===== src/rtl/alu_pkg.sv =====
// Shared ALU control encodings, ALUOp/funct keys and issue FSM states.
// Imported by the decoder and the issue stage.
package alu_pkg;

  localparam logic [3:0] ALU_ADD = 4'b0010;
  localparam logic [3:0] ALU_SUB = 4'b0110;
  localparam logic [3:0] ALU_MUL = 4'b0111;
  localparam logic [3:0] ALU_AND = 4'b0000;
  localparam logic [3:0] ALU_OR  = 4'b0001;

  localparam logic [1:0] OP_LS = 2'b00;
  localparam logic [1:0] OP_BR = 2'b01;
  localparam logic [1:0] OP_R  = 2'b10;
  localparam logic [1:0] OP_I  = 2'b11;

  localparam logic [9:0] F_ADD = 10'b0000000_000;
  localparam logic [9:0] F_SUB = 10'b0100000_000;
  localparam logic [9:0] F_MUL = 10'b0000001_000;
  localparam logic [9:0] F_AND = 10'b0000000_111;
  localparam logic [9:0] F_OR  = 10'b0000000_110;

  typedef enum logic [1:0] {
    S_IDLE  = 2'd0,
    S_MWAIT = 2'd1,
    S_FULL  = 2'd2
  } state_e;

  typedef struct packed {
    logic [3:0] ctrl;
    logic       is_mul;
    logic       illegal;
  } dec_t;

endpackage


===== src/rtl/alu_op_issue_if.sv =====
// ID -> issue -> ALU handshake bundle.
// master drives beats and ready_i; slave is the issue stage.
interface alu_op_issue_if #(
  parameter int WIDTH = 32
);
  logic             valid_i;
  logic             ready_o;
  logic [1:0]       ALUOp_i;
  logic [9:0]       funct_i;
  logic [WIDTH-1:0] data1_i;
  logic [WIDTH-1:0] data2_i;
  logic             valid_o;
  logic             ready_i;
  logic [3:0]       ALUCtrl_o;
  logic [WIDTH-1:0] data1_o;
  logic [WIDTH-1:0] data2_o;
  logic             illegal_o;

  modport master (
    output valid_i, ALUOp_i, funct_i,
    output data1_i, data2_i, ready_i,
    input  ready_o, valid_o, ALUCtrl_o,
    input  data1_o, data2_o, illegal_o
  );

  modport slave (
    input  valid_i, ALUOp_i, funct_i,
    input  data1_i, data2_i, ready_i,
    output ready_o, valid_o, ALUCtrl_o,
    output data1_o, data2_o, illegal_o
  );
endinterface


===== src/rtl/alu_ctrl_decode.sv =====
// Combinational ALUOp/funct -> ALU control code, MUL flag, illegal flag.
// Illegal patterns fall back to add so the beat still flows.
module alu_ctrl_decode
  import alu_pkg::*;
(
  input  logic [1:0] i_aluop,
  input  logic [9:0] i_funct,
  output dec_t       o_dec
);

  always_comb begin
    o_dec = '{ctrl: ALU_ADD, is_mul: 1'b0, illegal: 1'b0};
    unique case (i_aluop)
      OP_LS: o_dec.ctrl = ALU_ADD;
      OP_BR: o_dec.ctrl = ALU_SUB;
      OP_I:  o_dec.illegal = (i_funct[2:0] != 3'b000);
      OP_R: begin
        unique case (i_funct)
          F_ADD: o_dec.ctrl = ALU_ADD;
          F_SUB: o_dec.ctrl = ALU_SUB;
          F_AND: o_dec.ctrl = ALU_AND;
          F_OR:  o_dec.ctrl = ALU_OR;
          F_MUL: begin
            o_dec.ctrl   = ALU_MUL;
            o_dec.is_mul = 1'b1;
          end
          default: o_dec.illegal = 1'b1;
        endcase
      end
      default: o_dec.illegal = 1'b1;
    endcase
  end

endmodule


===== src/rtl/alu_op_issue.sv =====
// One-entry issue slot between ID and the ALU.
// MUL beats are held back MUL_LAT-1 extra cycles before valid_o.
module alu_op_issue
  import alu_pkg::*;
#(
  parameter int MUL_LAT = 2,
  parameter int WIDTH   = 32
) (
  input  logic          clk_i,
  input  logic          rst_i,
  alu_op_issue_if.slave bus
);

  localparam int CW = $clog2(MUL_LAT) + 1;
  localparam logic [CW-1:0] LAT_M1 = CW'(MUL_LAT - 1);

  state_e           r_state;
  state_e           w_next;
  logic [CW-1:0]    r_cnt;
  logic [3:0]       r_ctrl;
  logic             r_ill;
  logic [WIDTH-1:0] r_d1;
  logic [WIDTH-1:0] r_d2;
  dec_t             w_dec;
  logic             w_ready;
  logic             w_acc;
  logic             w_to_wait;

  alu_ctrl_decode u_dec (
    .i_aluop (bus.ALUOp_i),
    .i_funct (bus.funct_i),
    .o_dec   (w_dec)
  );

  // ready_o only sees state and ready_i, never valid_i
  assign w_ready = (r_state == S_IDLE) |
                   ((r_state == S_FULL) & bus.ready_i);
  assign w_acc     = bus.valid_i & w_ready;
  assign w_to_wait = w_dec.is_mul & (MUL_LAT > 1);

  always_comb begin
    w_next = r_state;
    unique case (r_state)
      S_IDLE: begin
        if (w_acc)
          w_next = w_to_wait ? S_MWAIT : S_FULL;
      end
      S_MWAIT: begin
        if (r_cnt == CW'(1))
          w_next = S_FULL;
      end
      S_FULL: begin
        if (bus.ready_i) begin
          if (!w_acc)         w_next = S_IDLE;
          else if (w_to_wait) w_next = S_MWAIT;
          else                w_next = S_FULL;
        end
      end
      default: w_next = S_IDLE;
    endcase
  end

  always_ff @(posedge clk_i) begin
    if (rst_i) begin
      r_state <= S_IDLE;
      r_cnt   <= '0;
      r_ctrl  <= ALU_ADD;
      r_ill   <= 1'b0;
      r_d1    <= '0;
      r_d2    <= '0;
    end else begin
      r_state <= w_next;
      if (w_acc) begin
        r_ctrl <= w_dec.ctrl;
        r_ill  <= w_dec.illegal;
        r_d1   <= bus.data1_i;
        r_d2   <= bus.data2_i;
        r_cnt  <= w_dec.is_mul ? LAT_M1 : '0;
      end else if (r_state == S_MWAIT) begin
        r_cnt <= r_cnt - CW'(1);
      end
    end
  end

  assign bus.ready_o   = w_ready;
  assign bus.valid_o   = (r_state == S_FULL);
  assign bus.ALUCtrl_o = r_ctrl;
  assign bus.illegal_o = r_ill;
  assign bus.data1_o   = r_d1;
  assign bus.data2_o   = r_d2;

endmodule


===== src/flat_wrapper.sv =====
// flat-port wrapper written by rule: the top's interface ports become plain ports
module alu_op_issue_flat import alu_pkg::*;
#(
  parameter int MUL_LAT = 2,
  parameter int WIDTH   = 32
)
  (clk_i, rst_i, bus_valid_i, bus_ALUOp_i, bus_funct_i, bus_data1_i, bus_data2_i, bus_ready_i, bus_ready_o, bus_valid_o, bus_ALUCtrl_o, bus_data1_o, bus_data2_o, bus_illegal_o);
  alu_op_issue_if #(.WIDTH(WIDTH)) bus_i ();
  input  logic clk_i;
  input  logic rst_i;
  input wire logic [$bits(bus_i.valid_i)-1:0] bus_valid_i;
  input wire logic [$bits(bus_i.ALUOp_i)-1:0] bus_ALUOp_i;
  input wire logic [$bits(bus_i.funct_i)-1:0] bus_funct_i;
  input wire logic [$bits(bus_i.data1_i)-1:0] bus_data1_i;
  input wire logic [$bits(bus_i.data2_i)-1:0] bus_data2_i;
  input wire logic [$bits(bus_i.ready_i)-1:0] bus_ready_i;
  output wire logic [$bits(bus_i.ready_o)-1:0] bus_ready_o;
  output wire logic [$bits(bus_i.valid_o)-1:0] bus_valid_o;
  output wire logic [$bits(bus_i.ALUCtrl_o)-1:0] bus_ALUCtrl_o;
  output wire logic [$bits(bus_i.data1_o)-1:0] bus_data1_o;
  output wire logic [$bits(bus_i.data2_o)-1:0] bus_data2_o;
  output wire logic [$bits(bus_i.illegal_o)-1:0] bus_illegal_o;
  assign bus_i.valid_i = bus_valid_i;
  assign bus_i.ALUOp_i = bus_ALUOp_i;
  assign bus_i.funct_i = bus_funct_i;
  assign bus_i.data1_i = bus_data1_i;
  assign bus_i.data2_i = bus_data2_i;
  assign bus_i.ready_i = bus_ready_i;
  assign bus_ready_o = bus_i.ready_o;
  assign bus_valid_o = bus_i.valid_o;
  assign bus_ALUCtrl_o = bus_i.ALUCtrl_o;
  assign bus_data1_o = bus_i.data1_o;
  assign bus_data2_o = bus_i.data2_o;
  assign bus_illegal_o = bus_i.illegal_o;
  alu_op_issue #(.MUL_LAT(MUL_LAT), .WIDTH(WIDTH)) u_core (.clk_i(clk_i), .rst_i(rst_i), .bus(bus_i));
endmodule

===== config.mk =====
export PLATFORM = sky130hd
export DESIGN_NAME = alu_op_issue_flat
export DESIGN_NICKNAME = d
export VERILOG_FILES = /design/src/rtl/alu_pkg.sv /design/src/rtl/alu_op_issue_if.sv /design/src/rtl/alu_ctrl_decode.sv /design/src/rtl/alu_op_issue.sv /design/src/flat_wrapper.sv
export SDC_FILE = /design/constraint.sdc
export NUM_CORES = 1
export LEC_CHECK = 0
export BUFFER_PORTS_ARGS = -buffer_cell sky130_fd_sc_hd__buf_2
export CAP_MARGIN = 0
export CORE_UTILIZATION = 44
export CTS_CLUSTER_SIZE = 8
export DETAILED_ROUTE_END_ITERATION = 10
export HOLD_SLACK_MARGIN = 0.12
export PLACE_DENSITY = 0.91
export SLEW_MARGIN = 20
export SYNTH_ARGS = -nofsm -noshare
export SYNTH_HDL_FRONTEND = slang
export SYNTH_SLANG_ARGS = --single-unit

===== constraint.sdc =====
create_clock -name clk_i -period 1.85 [get_ports clk_i]
set_input_delay 0.0925 -clock clk_i [delete_from_list [all_inputs] [get_ports clk_i]]
set_output_delay 0.0925 -clock clk_i [all_outputs]
set_load 0.02 [all_outputs]

==> impl_metrics.tcl, run 1 <==
set metrics [dict create \
    die_w_um 80.5 \
    fin_tns_setup_ns 0 \
    hold_buffers 66 \
    worst_hold_path_type "input pin to register" \
    yosysTopAreaCell "dfxtp_1" \
    antenna_found_initial 0 \
    clock_sinks 72 \
    cts_tree "built" \
    fin_cells 633 \
    grt_max_degree 45 \
    max_stage_delay_ns 0.53 \
    drc 0 \
    register_area_um2 1440 \
    syn_nets 428 \
    ioPinCount 151 \
    timing.hold.ws_ns 0.142 \
    cts_setup_buffers 0 \
    ys_types 32 \
    area_delta_synth_final_pct 63.3 \
    grt_first_pass_wirelength_mm 13.1 \
    final_util_pct 74.8 \
    ant_nets 0 \
    place_ws_ns 0.338 \
    cts_buffer_depth 2 \
    post-place-cells 551 \
    p_int_mw 2.80 \
    startpoint_type "input pin" \
    crit_buf_inv 2 \
    swShare_pct 25.6 \
    nets 637 \
    cts_inserted_buffers 9 \
    max_freq_mhz 719 \
    vias_per_cell 4.98 \
    crit_path_end_kind "register" \
    root_buffer "clkbuf_8" \
    finalWirelength_mm 8.55 \
    port_buffers 149 \
    vias 3153 \
    path_clk_slew_ns 0.07 \
    hold_viol_final 0 \
    seqPwrFrac_pct 44.7 \
    multi_input_area_um2 1170 \
    postSynthCellCount 344 \
    final_cell_mix "buf_2 (149), nand2_1 (132), dfxtp_1 (72)" \
    die_area_um2 6480 \
    finalSetupViolations 0 \
    ys_ff_latch 72 \
    drive_above_1_share_pct 31.7 \
    relSlewSlack_pct 62.7 \
    fillers 403 \
    drt_first_pass_iters 5 \
    cp.required_ns 2.05 \
    tightest_slew_ns 0.560 \
    syn_area_um2 2710 \
    ys_top_cells_by_area "dfxtp_1 (53%), nand2_1 (18%), a21oi_1 (13%), clkbuf_1 (2.2%), ha_1 (1.8%)" \
    p_leak_nw 2.10 \
    rsz0062_at_grt "false" \
    wire_per_inst_um 13.5 \
    worstPathArrival_ns 1.59 \
    powerDensity_nw_per_um2 850 \
    gr-usage-all-layers_pct 26.3 \
    pwr-share-clk_pct 37.8 \
    cp_slowest_cell "dlygate4sd3_1" \
    die_height_um 80.5 \
    clock_skew_ns 0.00682 \
    critical-path-top-delay-family "buffers and inverters" \
    insertion_delay_ns 0.33 \
    ctsResizeCount 0 \
    n_antenna_cell 0 \
    layout_commonest_cell "buf_2" \
    worstPathMaxFanout 5 \
    yosys_warnings 0 \
    yosysTopAreaCellShare_pct 53.1 \
    synth-seq-area-share_pct 53.1 \
    p_comb_share_pct 17.5 \
    htreeDepth 3 \
    drt_iter0_markers 103 \
    switching_power_mw 0.963 \
    grt_pass1_vias 3218 \
    crit_type "input pin to register" \
    crit_chain "dlygate4sd3_1, buf_2, nor3_1, nand2_1, a31oi_1, a311oi_1" \
    cap_viol_max_count 0 \
    syn_avg_cell_area_um2 7.89 \
    ir_drop_uv 604 \
    gp_congestion 0.812 \
    post-route-min-period_ns 1.39 \
    outcome "complete, no violations" \
    postLayoutSetupSlackWorst_ns 0.458 \
    drv_slew 0 \
    dp_hpwl_mm 5.07 \
    placementRows 28 \
    overflow 0 \
    core_um2 5920 \
    post-route-period-util_pct 75.2 \
    start_util_pct 45.8 \
]
[logic make-up (layout without fill, tap and decap cells)]
group | Yosys count | after routing | synth area share (%)
other cells | 1 | 1 | 0.138
fa+ha+maj | 4 | 4 | 1.85
flops | 72 | 72 | 53.1
xor+xnor | 2 | 2 | 0.646
simple gates | 158 | 158 | 24.5
buf+inv | 28 | 242 | 4.06
compound gates | 79 | 79 | 15.7
[metal layers]
layer	part of all wire (%)	up-vias	global-route usage [%]
li1	-	1539	-
met1	37	1433	24.6
met2	51	150	49.3
met3	7.8	31	7.73
met4	3.6	0	16.8
met5	0	-	0
[worst register-to-register path, stage by stage (launching register included)]
cell and delay [ns]:
dfxtp_1 0.34, nand2b_1 0.11, and3_2 0.33, buf_4 0.29
nand2_1 0.09, a21oi_1 0.16
[stage by stage]
step | total power [mW] | instance area [µm²]
finish | 3.77 | 4430
global route | 3.94 | 4430
CTS | 3.78 | 4430
detailed placement | 2.25 | 3530
global placement | 2.24 | 3530
floorplan | 2.02 | 2710
[flip-flops by register name, summed over array words and instances (netlist names)]
signal and cells:
u_core.bus.ALUCtrl_o 3, u_core.bus.data1_o 32, u_core.r_state 2, u_core.bus.data2_o 32, u_core.bus.illegal_o 1, u_core.r_cnt 2
[area by class of cell]
class	instances	area share, %
Timing Repair Buffer	222	33.2
Sequential cell	72	32.5
Multi-Input combinational cell	244	26.4
Clock buffer	12	3.73
Tap cell	75	2.12
Clock inverter	4	1.69
Inverter	4	0.339
[power groups by stage]
stage / Clock (mW) / Sequential (mW) / Combinational [mW]
floorplan: 0 / 1.82 / 0.199
global placement: 0 / 1.71 / 0.524
detailed placement: 0 / 1.71 / 0.539
CTS: 1.46 / 1.68 / 0.648
global route: 1.54 / 1.69 / 0.712
finish: 1.43 / 1.68 / 0.659
[Yosys cell counts]
library cell	number
nor3b_1	1
nor3_1	3
a21o_1	1
conb_1	1
buf_2	1
nor3b_4	1
inv_1	4
and3_1	1
nand2b_1	3
buf_1	6
o21ai_0	2
o41ai_2	1
nand2_1	132
or3_1	1
xor2_1	2
ha_1	4
a21oi_1	69
or4_4	1
a41oi_1	1
a31oi_1	2
buf_4	1
a311oi_1	1
nor2_1	4
dfxtp_1	72
nand4_1	1
o31ai_1	1
nand3b_1	2
nor4_1	1
clkbuf_1	16
o2bb2ai_1	1
nand3_1	1
nor2b_1	6
[final timing paths]
check                   startpoint                      end  slack (ns)  cells past startpoint
min reg2reg  u_core.bus.data2_o[0]    u_core.bus.data2_o[0]        0.45                      2
max                 bus_funct_i[0]     u_core.bus.illegal_o        0.46                      6
max reg2reg      u_core.r_state[1]   u_core.bus.data1_o[29]        0.47                      5
min                 bus_funct_i[8]  u_core.bus.ALUCtrl_o[0]        0.14                      3
No activity file was read; power rests on OpenSTA's default activity.
==> inputs of run 2 (changes only) <==
--- a/config.mk
+++ b/config.mk
@@ -5,13 +5,14 @@
 export SDC_FILE = /design/constraint.sdc
 export NUM_CORES = 1
 export LEC_CHECK = 0
+export ABC_AREA = 1
 export BUFFER_PORTS_ARGS = -buffer_cell sky130_fd_sc_hd__buf_2
 export CAP_MARGIN = 0
 export CORE_UTILIZATION = 44
 export CTS_CLUSTER_SIZE = 8
 export DETAILED_ROUTE_END_ITERATION = 10
 export HOLD_SLACK_MARGIN = 0.12
-export PLACE_DENSITY = 0.91
+export PLACE_DENSITY = 0.9
 export SLEW_MARGIN = 20
 export SYNTH_ARGS = -nofsm -noshare
 export SYNTH_HDL_FRONTEND = slang
==> constraint.sdc (replaced) <==
create_clock -name clk_i -period 1.35 [get_ports clk_i]
set_input_delay 0.0675 -clock clk_i [delete_from_list [all_inputs] [get_ports clk_i]]
set_output_delay 0.0675 -clock clk_i [all_outputs]
set_load 0.02 [all_outputs]
==> run 2 against run 1 <==
Effect of this change:
- the flow now finishes with violations (setup timing)
- die area grew 2.1%
- wire length grew 7.0%
- first-iteration DRC count is the same
- global-route usage shrank 0.36 points
- sequential share of layout area shrank 1.2 points
- worst hold slack gained 0.016 ns
- clock power grew 31%
- setup slack lost 0.48 ns
- synthesized cell count grew 8.4%
- critical endpoint is now u_core.bus.data1_o[13]
- largest cell class unchanged
- largest power group unchanged
- highest routed layer unchanged
==> impl_metrics.tcl, run 2 <==
set metrics [dict create \
    area_delta_synth_final_pct 66.2 \
    register_area_um2 1440 \
    post-route-min-period_ns 1.37 \
    multi_input_area_um2 1190 \
    ys_async_sr_fraction_pct 0 \
    synthTopCellsByCount "nand2_1 (155), dfxtp_1 (72), a21oi_1 (69), inv_1 (14), nor2_1 (14)" \
    grt_max_degree 34 \
    crit_path_end_kind "register" \
    gp_congestion 0.796 \
    timing.hold.ws_ns 0.158 \
    ys_ff_latch 72 \
    layout_commonest_cell "nand2_1" \
    cp.required_ns 1.60 \
    cp_slowest_cell "dfxtp_2" \
    worstSetupStartpoint "u_core.r_state[0]" \
    placementRows 28 \
    antenna_found_initial 0 \
    ys_top_cells_by_area "dfxtp_1 (52%), nand2_1 (21%), a21oi_1 (12%), buf_4 (1.9%), inv_1 (1.9%)" \
    final_cell_mix "nand2_1 (154), buf_2 (148), dfxtp_1 (71)" \
    overflow 0 \
    drc 0 \
    path_clk_slew_ns 0.08 \
    clock_skew_ns 0.00842 \
    core_um2 5990 \
    startpoint_type "register" \
    wire_per_inst_um 13.7 \
    fillers 395 \
    yosysTopAreaCellShare_pct 52.0 \
    clock_sinks 72 \
    hp-start "bus_funct_i[1]" \
    dp_hpwl_mm 4.87 \
    drive_above_1_share_pct 32.6 \
    drv_slew 0 \
    cap_viol_max_count 0 \
    dominantRegCellSynth "dfxtp_1" \
    cts_tree "built" \
    cts_inserted_buffers 9 \
    synth_most_common_cell "nand2_1" \
    root_buffer "clkbuf_8" \
    worst_hold_path_type "input pin to register" \
    gr-usage-all-layers_pct 26.0 \
    drt_first_pass_iters 5 \
    postSynthCellCount 373 \
    insertion_delay_ns 0.33 \
    start_util_pct 46.2 \
    vias_per_cell 4.83 \
    outcome "finished with violations" \
    hold_viol_final 0 \
    yosysTopAreaCell "dfxtp_1" \
    crit_chain "inv_2, nand2_1, a21oi_4, buf_6, buf_12, nand2_1, a21oi_1" \
    n_antenna_cell 0 \
    die_area_um2 6620 \
    ir_drop_uv 980 \
    violations "setup timing" \
    die_w_um 81.3 \
    ant_nets 0 \
    reg2reg_from "u_core.r_state[0]" \
    rsz0062_at_grt "true" \
    finalSetupViolations 1 \
    cpMostUsedCell "nand2_1" \
    vias 3236 \
    powerDensity_nw_per_um2 1130 \
    die_height_um 81.3 \
    post-route-period-util_pct 101 \
    synth-seq-area-share_pct 52.0 \
    synth_enable_flop_cells 0 \
    ioPinCount 151 \
    yosys_warnings 0 \
    nets 674 \
    worstPathArrival_ns 1.61 \
    crit_type "register to register" \
    syn_avg_cell_area_um2 7.43 \
    max_freq_mhz 732 \
    syn_area_um2 2770 \
    syn_nets 457 \
    cts_buffer_depth 2 \
    port_buffers 149 \
    grt_first_pass_wirelength_mm 13.0 \
    grt_pass1_vias 2973 \
    drt_iter0_markers 103 \
    max_stage_delay_ns 0.34 \
    ys_types 20 \
    finalWirelength_mm 9.15 \
    postLayoutSetupSlackWorst_ns -0.0169 \
    p_leak_nw 2.22 \
    final_util_pct 76.9 \
    htreeDepth 3 \
    worstPathMaxFanout 12 \
]
run 2: critical path: cells and delay by family (launching register included):
kind                   cells  cell delay [ns]
DFF                        1             0.34
and+or+nand+nor            2             0.14
AOI/OAI and AO/OA          2             0.42
buffers and inverters      3             0.38
run 2: area by class of cell:
class | instances | area share (%)
Timing Repair Buffer | 229 | 34.6
Clock buffer | 11 | 3.07
Tap cell | 75 | 2.04
Inverter | 16 | 1.36
Clock inverter | 5 | 1.74
Multi-Input combinational cell | 262 | 25.8
Sequential cell | 72 | 31.3
run 2: timing repair:
action / in CTS / in global routing
gates resized for setup: 0 / 18
buffers inserted: 0 / 1
hold buffers: 67 / 0
endpoints found under the setup margin: 0 / 63
hold endpoints to repair: 66 / 0
run 2: metrics by stage:
stage	std cells	TNS, ns	setup WS (ns)	area, µm²	power, mW
final	670	-0.0169	-0.0169	4600	5.22
after global routing	670	-0.730	-0.0928	4600	5.46
after CTS	667	0	0.0316	4510	5.17
after detailed placement	584	0	0.0324	3610	3.17
after global placement	584	0	0.124	3610	3.14
after floorplan	373	0	0.128	2770	2.83
run 2: final timing paths:
kind	end	slack, ns	cells past startpoint
setup reg to reg	u_core.bus.data1_o[13]	-0.02	7
hold reg to reg	u_core.bus.ALUCtrl_o[0]	0.45	2
hold / removal	u_core.r_state[0]	0.16	6
setup / recovery	u_core.bus.data1_o[13]	-0.02	7
run 2: cells by family after synthesis:
group | Yosys count | share of synthesized area [%]
compound gates | 74 | 13.8
xor+xnor | 1 | 0.316
fa+ha+maj | 4 | 1.81
buf+inv | 39 | 6.50
flops | 72 | 52.0
other cells | 1 | 0.135
simple gates | 182 | 25.4
run 2: where the power goes:
group,switching (mW),internal [mW]
registers,0.0690,2.25
logic,0.560,0.464
clock network,0.784,1.09
run 2: routing by layer:
metal | routed length [µm] | part of all wire, % | global-route usage, % | vias to the layer above
met5 | 0 | 0 | 0 | -
met4 | 166 | 1.8 | 11.8 | 0
met3 | 734 | 8.0 | 6.97 | 18
met2 | 4790 | 52 | 46.8 | 163
met1 | 3460 | 38 | 28.1 | 1439
li1 | - | - | - | 1616
